[src/rtl/alu_seq_if.sv]
// Signal bundle between the core control logic, the multiply/divide sequencer and the shared 8-bit ALU.
// The sequencer takes the slave view; the core/ALU side takes the master view.
interface alu_seq_if;
    logic       start;
    logic       op_sel;
    logic [7:0] x;
    logic [7:0] y;
    logic       busy;
    logic       done;
    logic [7:0] result_hi;
    logic [7:0] result_lo;
    logic       div_by_zero;
    logic [7:0] alu_a;
    logic [7:0] alu_b;
    logic [1:0] alu_op;
    logic [7:0] alu_out;
    logic       alu_carry;

    modport slave (
        input  start, op_sel, x, y, alu_out, alu_carry,
        output busy, done, result_hi, result_lo, div_by_zero, alu_a, alu_b, alu_op
    );

    modport master (
        output start, op_sel, x, y, alu_out, alu_carry,
        input  busy, done, result_hi, result_lo, div_by_zero, alu_a, alu_b, alu_op
    );
endinterface

[src/rtl/alu_seq.sv]
// Multi-cycle 8x8 unsigned shift-add multiplier and 8/8 restoring divider that
// borrows the shared ALU for its ADD/SUB steps; results hold until the next accept.
module alu_seq (
    input  logic       clk,
    input  logic       rst,
    alu_seq_if.slave   bus,
    output logic [1:0] dbg_state
);
    // Handshake: start is a request that is accepted only on an edge where the
    // sequencer is in IDLE; it is never queued. Every accept yields exactly one
    // one-cycle done pulse, after which the results stay valid until the next accept.
    typedef enum logic [1:0] {
        IDLE = 2'd0,
        RUN  = 2'd1,
        DONE = 2'd2
    } state_t;

    localparam logic [1:0] OP_SUB = 2'd0;
    localparam logic [1:0] OP_ADD = 2'd1;

    state_t     state, state_nxt;
    logic [2:0] cnt;
    logic       is_div;
    logic       dbz;
    logic [7:0] hi;    // MUL product high byte / DIV partial remainder
    logic [7:0] lo;    // MUL multiplier shifting out / DIV quotient shifting in
    logic [7:0] opnd;  // MUL multiplicand / DIV divisor
    logic [7:0] t;

    assign t = {hi[6:0], lo[7]};

    always_comb begin
        state_nxt  = state;
        bus.alu_op = OP_ADD;
        bus.alu_a  = 8'h00;
        bus.alu_b  = 8'h00;
        case (state)
            IDLE: begin
                if (bus.start) begin
                    state_nxt = (bus.op_sel && (bus.y == 8'h00)) ? DONE : RUN;
                end
            end
            RUN: begin
                bus.alu_a = opnd;
                if (is_div) begin
                    bus.alu_op = OP_SUB;
                    bus.alu_b  = t;
                end else begin
                    bus.alu_b  = hi;
                end
                if (cnt == 3'd7) begin
                    state_nxt = DONE;
                end
            end
            DONE:    state_nxt = IDLE;
            default: state_nxt = IDLE;
        endcase
    end

    always_ff @(posedge clk) begin
        if (rst) begin
            state  <= IDLE;
            cnt    <= 3'd0;
            is_div <= 1'b0;
            dbz    <= 1'b0;
            hi     <= 8'h00;
            lo     <= 8'h00;
            opnd   <= 8'h00;
        end else begin
            state <= state_nxt;
            case (state)
                IDLE: begin
                    if (bus.start) begin
                        cnt    <= 3'd0;
                        dbz    <= 1'b0;
                        is_div <= bus.op_sel;
                        if (bus.op_sel) begin
                            opnd <= bus.y;
                            if (bus.y == 8'h00) begin
                                hi  <= bus.x;
                                lo  <= 8'hFF;
                                dbz <= 1'b1;
                            end else begin
                                hi <= 8'h00;
                                lo <= bus.x;
                            end
                        end else begin
                            opnd <= bus.x;
                            hi   <= 8'h00;
                            lo   <= bus.y;
                        end
                    end
                end
                RUN: begin
                    cnt <= cnt + 3'd1;
                    if (is_div) begin
                        // hi[7] means the shifted remainder is 9 bits wide and surely >= divisor
                        if (hi[7] | bus.alu_carry) begin
                            hi <= bus.alu_out;
                            lo <= {lo[6:0], 1'b1};
                        end else begin
                            hi <= t;
                            lo <= {lo[6:0], 1'b0};
                        end
                    end else if (lo[0]) begin
                        {hi, lo} <= {bus.alu_carry, bus.alu_out, lo[7:1]};
                    end else begin
                        {hi, lo} <= {1'b0, hi, lo[7:1]};
                    end
                end
                default: ;
            endcase
        end
    end

    assign bus.busy        = (state == RUN);
    assign bus.done        = (state == DONE);
    assign bus.result_hi   = hi;
    assign bus.result_lo   = lo;
    assign bus.div_by_zero = dbz;
    assign dbg_state       = state;
endmodule

[src/flat_wrapper.sv]
// flat-port wrapper written by rule: the top's interface ports become plain ports
module alu_seq_flat 
  (clk, rst, dbg_state, bus_start, bus_op_sel, bus_x, bus_y, bus_alu_out, bus_alu_carry, bus_busy, bus_done, bus_result_hi, bus_result_lo, bus_div_by_zero, bus_alu_a, bus_alu_b, bus_alu_op);
  alu_seq_if bus_i ();
  input  logic clk;
  input  logic rst;
  output logic [1:0] dbg_state;
  input wire logic [$bits(bus_i.start)-1:0] bus_start;
  input wire logic [$bits(bus_i.op_sel)-1:0] bus_op_sel;
  input wire logic [$bits(bus_i.x)-1:0] bus_x;
  input wire logic [$bits(bus_i.y)-1:0] bus_y;
  input wire logic [$bits(bus_i.alu_out)-1:0] bus_alu_out;
  input wire logic [$bits(bus_i.alu_carry)-1:0] bus_alu_carry;
  output wire logic [$bits(bus_i.busy)-1:0] bus_busy;
  output wire logic [$bits(bus_i.done)-1:0] bus_done;
  output wire logic [$bits(bus_i.result_hi)-1:0] bus_result_hi;
  output wire logic [$bits(bus_i.result_lo)-1:0] bus_result_lo;
  output wire logic [$bits(bus_i.div_by_zero)-1:0] bus_div_by_zero;
  output wire logic [$bits(bus_i.alu_a)-1:0] bus_alu_a;
  output wire logic [$bits(bus_i.alu_b)-1:0] bus_alu_b;
  output wire logic [$bits(bus_i.alu_op)-1:0] bus_alu_op;
  assign bus_i.start = bus_start;
  assign bus_i.op_sel = bus_op_sel;
  assign bus_i.x = bus_x;
  assign bus_i.y = bus_y;
  assign bus_i.alu_out = bus_alu_out;
  assign bus_i.alu_carry = bus_alu_carry;
  assign bus_busy = bus_i.busy;
  assign bus_done = bus_i.done;
  assign bus_result_hi = bus_i.result_hi;
  assign bus_result_lo = bus_i.result_lo;
  assign bus_div_by_zero = bus_i.div_by_zero;
  assign bus_alu_a = bus_i.alu_a;
  assign bus_alu_b = bus_i.alu_b;
  assign bus_alu_op = bus_i.alu_op;
  alu_seq u_core (.clk(clk), .rst(rst), .bus(bus_i), .dbg_state(dbg_state));
endmodule
[config.mk]
export PLATFORM = sky130hd
export DESIGN_NAME = alu_seq_flat
export DESIGN_NICKNAME = d
export VERILOG_FILES = /design/src/rtl/alu_seq_if.sv /design/src/rtl/alu_seq.sv /design/src/flat_wrapper.sv
export SDC_FILE = /design/constraint.sdc
export NUM_CORES = 1
export LEC_CHECK = 0
export BUFFER_PORTS_ARGS = -buffer_cell sky130_fd_sc_hd__buf_4
export CAP_MARGIN = 20
export CORE_ASPECT_RATIO = 0.8
export CORE_UTILIZATION = 30
export CTS_BUF_LIST = sky130_fd_sc_hd__clkbuf_8
export DETAILED_ROUTE_END_ITERATION = 16
export GPL_TIMING_DRIVEN = 0
export PLACE_DENSITY = 0.51
export SYNTH_ARGS = -nofsm -noshare
export SYNTH_HDL_FRONTEND = slang
export SYNTH_SLANG_ARGS = --single-unit
[constraint.sdc]
create_clock -name clk -period 1.9 [get_ports clk]
set_input_delay 0.19 -clock clk [delete_from_list [all_inputs] [get_ports clk]]
set_output_delay 0.19 -clock clk [all_outputs]
set_load 0.02 [all_outputs]
==> flow_summary.ini, run 1 <==
[sta]
rsz0062_at_grt = no
clock.fmax_mhz = 556
finalSetupTns_ns = 0
drv_slew = 0
worstMarginPinSlew_ns = 0.634
finalCritPeriodShare = 0.946
finalClockSkew_ns = 0.00584
period_needed_ns = 1.80
max_slew_margin = 0.576
hold_violations = 0
setup_viol = 0

[setup_path]
start_kind = flop
worstSetupPathType = flop to output port
crit_fanout = 10
r2r_cells = 4
crit_end = bus_alu_b[4]
r2r_slack_ns = 0.21
r2r_end = u_core.bus.result_hi[0]
r2r_start = u_core.dbg_state[0]
setup.worst_path.end_class = output port
critical_path_arrival_ns = 1.61
critPathRequiredTime_ns = 1.71
crit_start = u_core.dbg_state[1]

[synthesis]
synth_top_family_by_area = compound AO/OA/AOI/OAI gates
synth_area_leaders = dfxtp_1, mux2i_1, a211oi_1
synth_flop_cell = dfxtp_1
synth_fa_ha_area_frac = 0.0130
netlist.top_cell.by_area = dfxtp_1
ys_seq_area_frac = 0.322
ys_ff_latch = 31
synth_compound_area_frac = 0.240
synth_xor_area_frac = 0
synthMuxAreaShare = 0.177
yosys_warnings = 0
synth-async-reset-ratio = 0
synth-edff-count = 0
syn_avg_cell_area_um2 = 8.63
netlist_instances = 223
yosysMostFrequentCell = dfxtp_1
syn_area_mm2 = 0.00192
ys_types = 34
netlist_top_cells_count = dfxtp_1, nor2_1, mux2i_1, a211oi_1, nand2_1
synth_fp_nets = 254
yosys.area_share.simple = 0.200
synth.top_cell.area_share = 0.322

[placement]
globalplace.congestion = 0.777
place_area_mm2 = 0.00250
dp_hpwl_mm = 4.66
numPortBuffers = 63

[grt]
grt_pass1_vias = 1847
antenna_found_initial = 0
grt_first_pass_wirelength_mm = 9.83
grt_max_degree = 16
grt_remaining_overflow = 0
grt.total_usage = 0.188

[clock_tree]
postCtsHoldBufs = 0
cts_max_path_buffers = 2
cts_root_buf = clkbuf_8
path_clk_slew_ns = 0.06
htree_levels = 2
numCtsBuffers = 5
cts_tree = done
post_cts_buffers = 0
cts.sinks = 31
clock_latency_ns = 0.28

[final_layout]
synthToLayoutAreaGrowth_pct = 35.8
fin_area_mm2 = 0.00261
nFillCells = 614
regArea_um2 = 622
antenna_cells = 0
layout-drive-gt1-share = 0.333
multi_input_area_mm2 = 0.00122
nets = 321

[route]
post_drt_via_cell_ratio = 5.26
antenna_left = 0
post-route-drc-count = 0
drt_iter0_markers = 80
firstDrtPassIters = 4
avgRoutedWirePerCell_um = 16.6
vias = 1957
drt_wl_total_mm = 6.17

[floorplanning]
core_mm2 = 0.00604
start_util = 0.319
core.rowCount = 25
ios = 68
die_h_um = 73.6
die_area_mm2 = 0.00674
dieWidth_um = 91.5

[run_status]
status = completed

[power]
leakagePower_nw = 1.10
peakVddDrop_mv = 0.280
power_density_mw_per_mm2 = 690

[worst_hold_path]
worstHoldPathType = input pin to flop

[run]
maxCapViolations = 0
## area by class of cell
cell class	instances	share of cell area
sequential	31	0.238
clock inverter	1	0.00144
timing repair buffer	63	0.181
clock buffer	7	0.0369
inverter	1	0.00144
tap	81	0.0388
buffer	16	0.0350
multi-input combinational	172	0.467
## cells by family (layout without fill, tap and decap cells)
kind of cell    after synthesis  after routing
simple gates                 74             74
compound gates               62             62
mux                          33             33
flops                        31             31
buf+inv                      20             88
fa+ha+maj                     2              2
other cells                   1              1
## worst min-delay path by stage
| stage | startpoint | end | slack [ns] | depth (start not counted) |
|---|---|---|---|---|
| 2_1_floorplan | bus_x[0] | u_core.bus.result_hi[0] | 0.33 | 1 |
| 3_3_place_gp | rst | u_core.bus.result_lo[6] | 0.43 | 2 |
| 3_5_place_dp | rst | u_core.bus.result_lo[6] | 0.43 | 2 |
| 4_1_cts | rst | u_core.bus.result_lo[6] | 0.13 | 2 |
| 5_1_grt | rst | u_core.bus.result_lo[0] | 0.14 | 2 |
| 6_report | rst | u_core.bus.result_lo[6] | 0.14 | 2 |
## worst max-delay path: stages, from the launching register on
cell and delay (ns):
dfxtp_1 0.48, nand2b_2 0.30, buf_2 0.30, nor2_1 0.08
buf_4 0.16
## state kept, by name, indices dropped and copies added (netlist names)
| signal | cells |
|---|---|
| u_core.bus.result_hi | 8 |
| u_core.bus.div_by_zero | 1 |
| u_core.cnt | 3 |
| u_core.bus.result_lo | 8 |
| u_core.is_div | 1 |
| u_core.opnd | 8 |
| u_core.dbg_state | 2 |
## where the power goes
part / total, W / internal (W) / switching, W
logic: 0.000482 / 0.000211 / 0.000271
registers: 0.000747 / 0.000698 / 0.0000487
clock network: 0.000573 / 0.000325 / 0.000248
## layer usage
layer,wire (µm),track usage,vias to the layer above
li1,-,-,969
met1,3170,0.283,931
met2,2640,0.283,55
met5,0,0,-
met3,347,0.0383,2
met4,12,0.0212,0
## cells in the final DEF, fill, tap and decap left out, drive strengths merged
master / netlist / layout
buf: 7 / 70
dfxtp: 31 / 31
nor2: 28 / 28
mux2i: 25 / 25
a211oi: 23 / 23
clkbuf: 12 / 16
nand2: 13 / 13
nor2b: 11 / 11
and2: 8 / 8
o21ai: 8 / 8
mux2: 8 / 8
a311oi: 7 / 7
a221o: 7 / 7
o22ai: 6 / 6
a21oi: 5 / 5
nand2b: 4 / 4
a22oi: 3 / 3
nor3: 3 / 3
or4: 2 / 2
ha: 2 / 2
inv: 1 / 2
nor4: 2 / 2
or3b: 1 / 1
or2: 1 / 1
a221oi: 1 / 1
nand3: 1 / 1
a22o: 1 / 1
a2111oi: 1 / 1
conb: 1 / 1
## metrics by stage
| step | setup WS (ns) | utilization | power, W | hold slack, ns | cells |
|---|---|---|---|---|---|
| 4_1_cts | 0.0567 | 0.432 | 0.00182 | 0.132 | 372 |
| 3_5_place_dp | -0.243 | 0.414 | 0.00124 | 0.429 | 367 |
| 3_3_place_gp | -0.230 | 0.414 | 0.00124 | 0.425 | 367 |
| 2_1_floorplan | 0.163 | - | 0.00104 | 0.328 | 223 |
| 5_1_grt | 0.00866 | 0.433 | 0.00190 | 0.142 | 372 |
| 6_report | 0.103 | 0.433 | 0.00180 | 0.136 | 372 |
## timing repair
item | 4_1_cts | 5_1_grt
gates resized for setup | 7 | 8
setup endpoints to repair | 23 | 22
gates cloned | 0 | 0
Note: power is estimated with default switching activity, not from simulation.
==> run 2, diff against run 1 <==
CORE_UTILIZATION = 52   (was 30)
PLACE_DENSITY = 0.81   (was 0.51)
==> run 2 against run 1 <==
Routed wire length decreased by 8.6%. Clock power rose by 21%. Combinational power down 0.8%. Largest power group unchanged. Total power up 6.3%. Sequential power about the same. Count of clock-buffer cells in the layout decreased by 1. First-iteration DRC count increased to 3.2 times the previous value.
==> flow_summary.ini, run 2 (synthesis gave the netlist of run 1 again) <==
[run_status]
status = completed

[clock_tree]
htree_levels = 2
cts_tree = done
cts.sinks = 31
numCtsBuffers = 5
clock_latency_ns = 0.30
cts_max_path_buffers = 2
cts_root_buf = clkbuf_8
path_clk_slew_ns = 0.07
post_cts_buffers = 0

[setup_path]
crit_family = buffers and inverters
crit_buf_inv = 3
critical_path_arrival_ns = 1.62
path_depth = 5
worstSetupPathType = flop to output port
r2r_cells = 5
critPathMaxStageDelay_ns = 0.42
critPathRequiredTime_ns = 1.71
worstPathCellList = buf_2, buf_6, mux2i_1, nor2_1, buf_4
slowest_stage = dfxtp_2
start_kind = flop
setup.worst_path.end_class = output port
crit_fanout = 10

[final_layout]
final_common_cell = buf_4
layout-drive-gt1-share = 0.330
synthToLayoutAreaGrowth_pct = 33.7
most-common-layout-cells = buf_4, dfxtp_1, nor2_1
nets = 321
antenna_cells = 0

[floorplanning]
ios = 68
start_util = 0.551
die_area_mm2 = 0.00395
die_h_um = 56.4
dieWidth_um = 70.0
core.rowCount = 19
core_mm2 = 0.00349

[grt]
grt_pass1_vias = 1887
grt_first_pass_wirelength_mm = 9.12
grt_remaining_overflow = 0
grt_max_degree = 16
antenna_found_initial = 0
grt.total_usage = 0.294

[sta]
finalClockSkew_ns = 0.00903
max_slew_margin = 0.557
worst_slack_ns = 0.0868
setup_viol = 0
worstMarginPinSlew_ns = 0.662
period_needed_ns = 1.81
hold_violations = 0
clock.fmax_mhz = 552
drv_slew = 0
finalCritPeriodShare = 0.954
rsz0062_at_grt = no

[placement]
post-place-ws_ns = -0.139
globalplace.congestion = 0.854
dp_hpwl_mm = 4.09
numPortBuffers = 63

[power]
peakVddDrop_mv = 0.613
total_power_w = 0.00192
power_density_mw_per_mm2 = 744
leakagePower_nw = 1.10

[route]
wl_met1_mm = 2.68
wl_met2_mm = 2.42
firstDrtPassIters = 5
drt_iter0_markers = 252
avgRoutedWirePerCell_um = 16.9
met3_length_um = 465
post_drt_via_cell_ratio = 6.03
vias = 2009
dr.max_layer_used = met4
antenna_left = 0
post-route-drc-count = 0
drt_wl_total_mm = 5.64

[run]
maxCapViolations = 0

[worst_hold_path]
hold_depth = 2
worstHoldPathType = input pin to flop
[run 2: cell types whose count changed in the layout (fill, tap and decap cells not counted), sizes merged]
cell / delta
bufinv: +1
clkbuf: -1
clkinv: +1
inv: -1
[run 2: what timing repair did]
item,4_1_cts,5_1_grt
hold buffers,0,0
endpoints found under the setup margin,18,26
resized for setup,4,5
gates cloned,0,0
[run 2: metrics by stage]
stage	hold slack, ns	util	std cells	cell area [µm²]	TNS, ns
3_5_place_dp	0.418	0.701	328	2450	-1.59
5_1_grt	0.127	0.736	333	2570	0
3_3_place_gp	0.418	0.701	328	2450	-1.86
4_1_cts	0.112	0.734	333	2560	0
2_1_floorplan	0.328	-	223	1930	0
6_report	0.114	0.736	333	2570	0
[run 2: metal layers]
layer,GRT usage,vias to the layer above
met1,0.420,937
li1,-,970
met4,0.0886,0
met5,0,-
met3,0.0736,10
met2,0.435,92
[run 2: layout make-up]
cell class,instances,area [µm²]
multi-input combinational,172,1220
timing repair buffer,63,473
clock inverter,2,35.0
tap,42,52.6
sequential,31,622
clock buffer,6,82.6
inverter,1,3.75
buffer,16,83.8
fill,288,921
[run 2: where the power goes]
group | leakage (nW) | switching, W | internal [W] | total, W
Combinational | 0.781 | 0.000269 | 0.000209 | 0.000478
Clock | 0.0612 | 0.000269 | 0.000424 | 0.000694
Sequential | 0.255 | 0.0000464 | 0.000698 | 0.000744
Total | 1.10 | 0.000585 | 0.00133 | 0.00192
[run 2: worst paths after layout]
path	startpoint	endpoint	slack (ns)
setup / recovery	u_core.is_div	bus_alu_b[0]	0.09
hold / removal	rst	u_core.bus.result_lo[6]	0.11
setup reg to reg	u_core.bus.result_lo[0]	u_core.bus.result_lo[1]	0.12
hold reg to reg	u_core.bus.div_by_zero	u_core.bus.div_by_zero	0.47
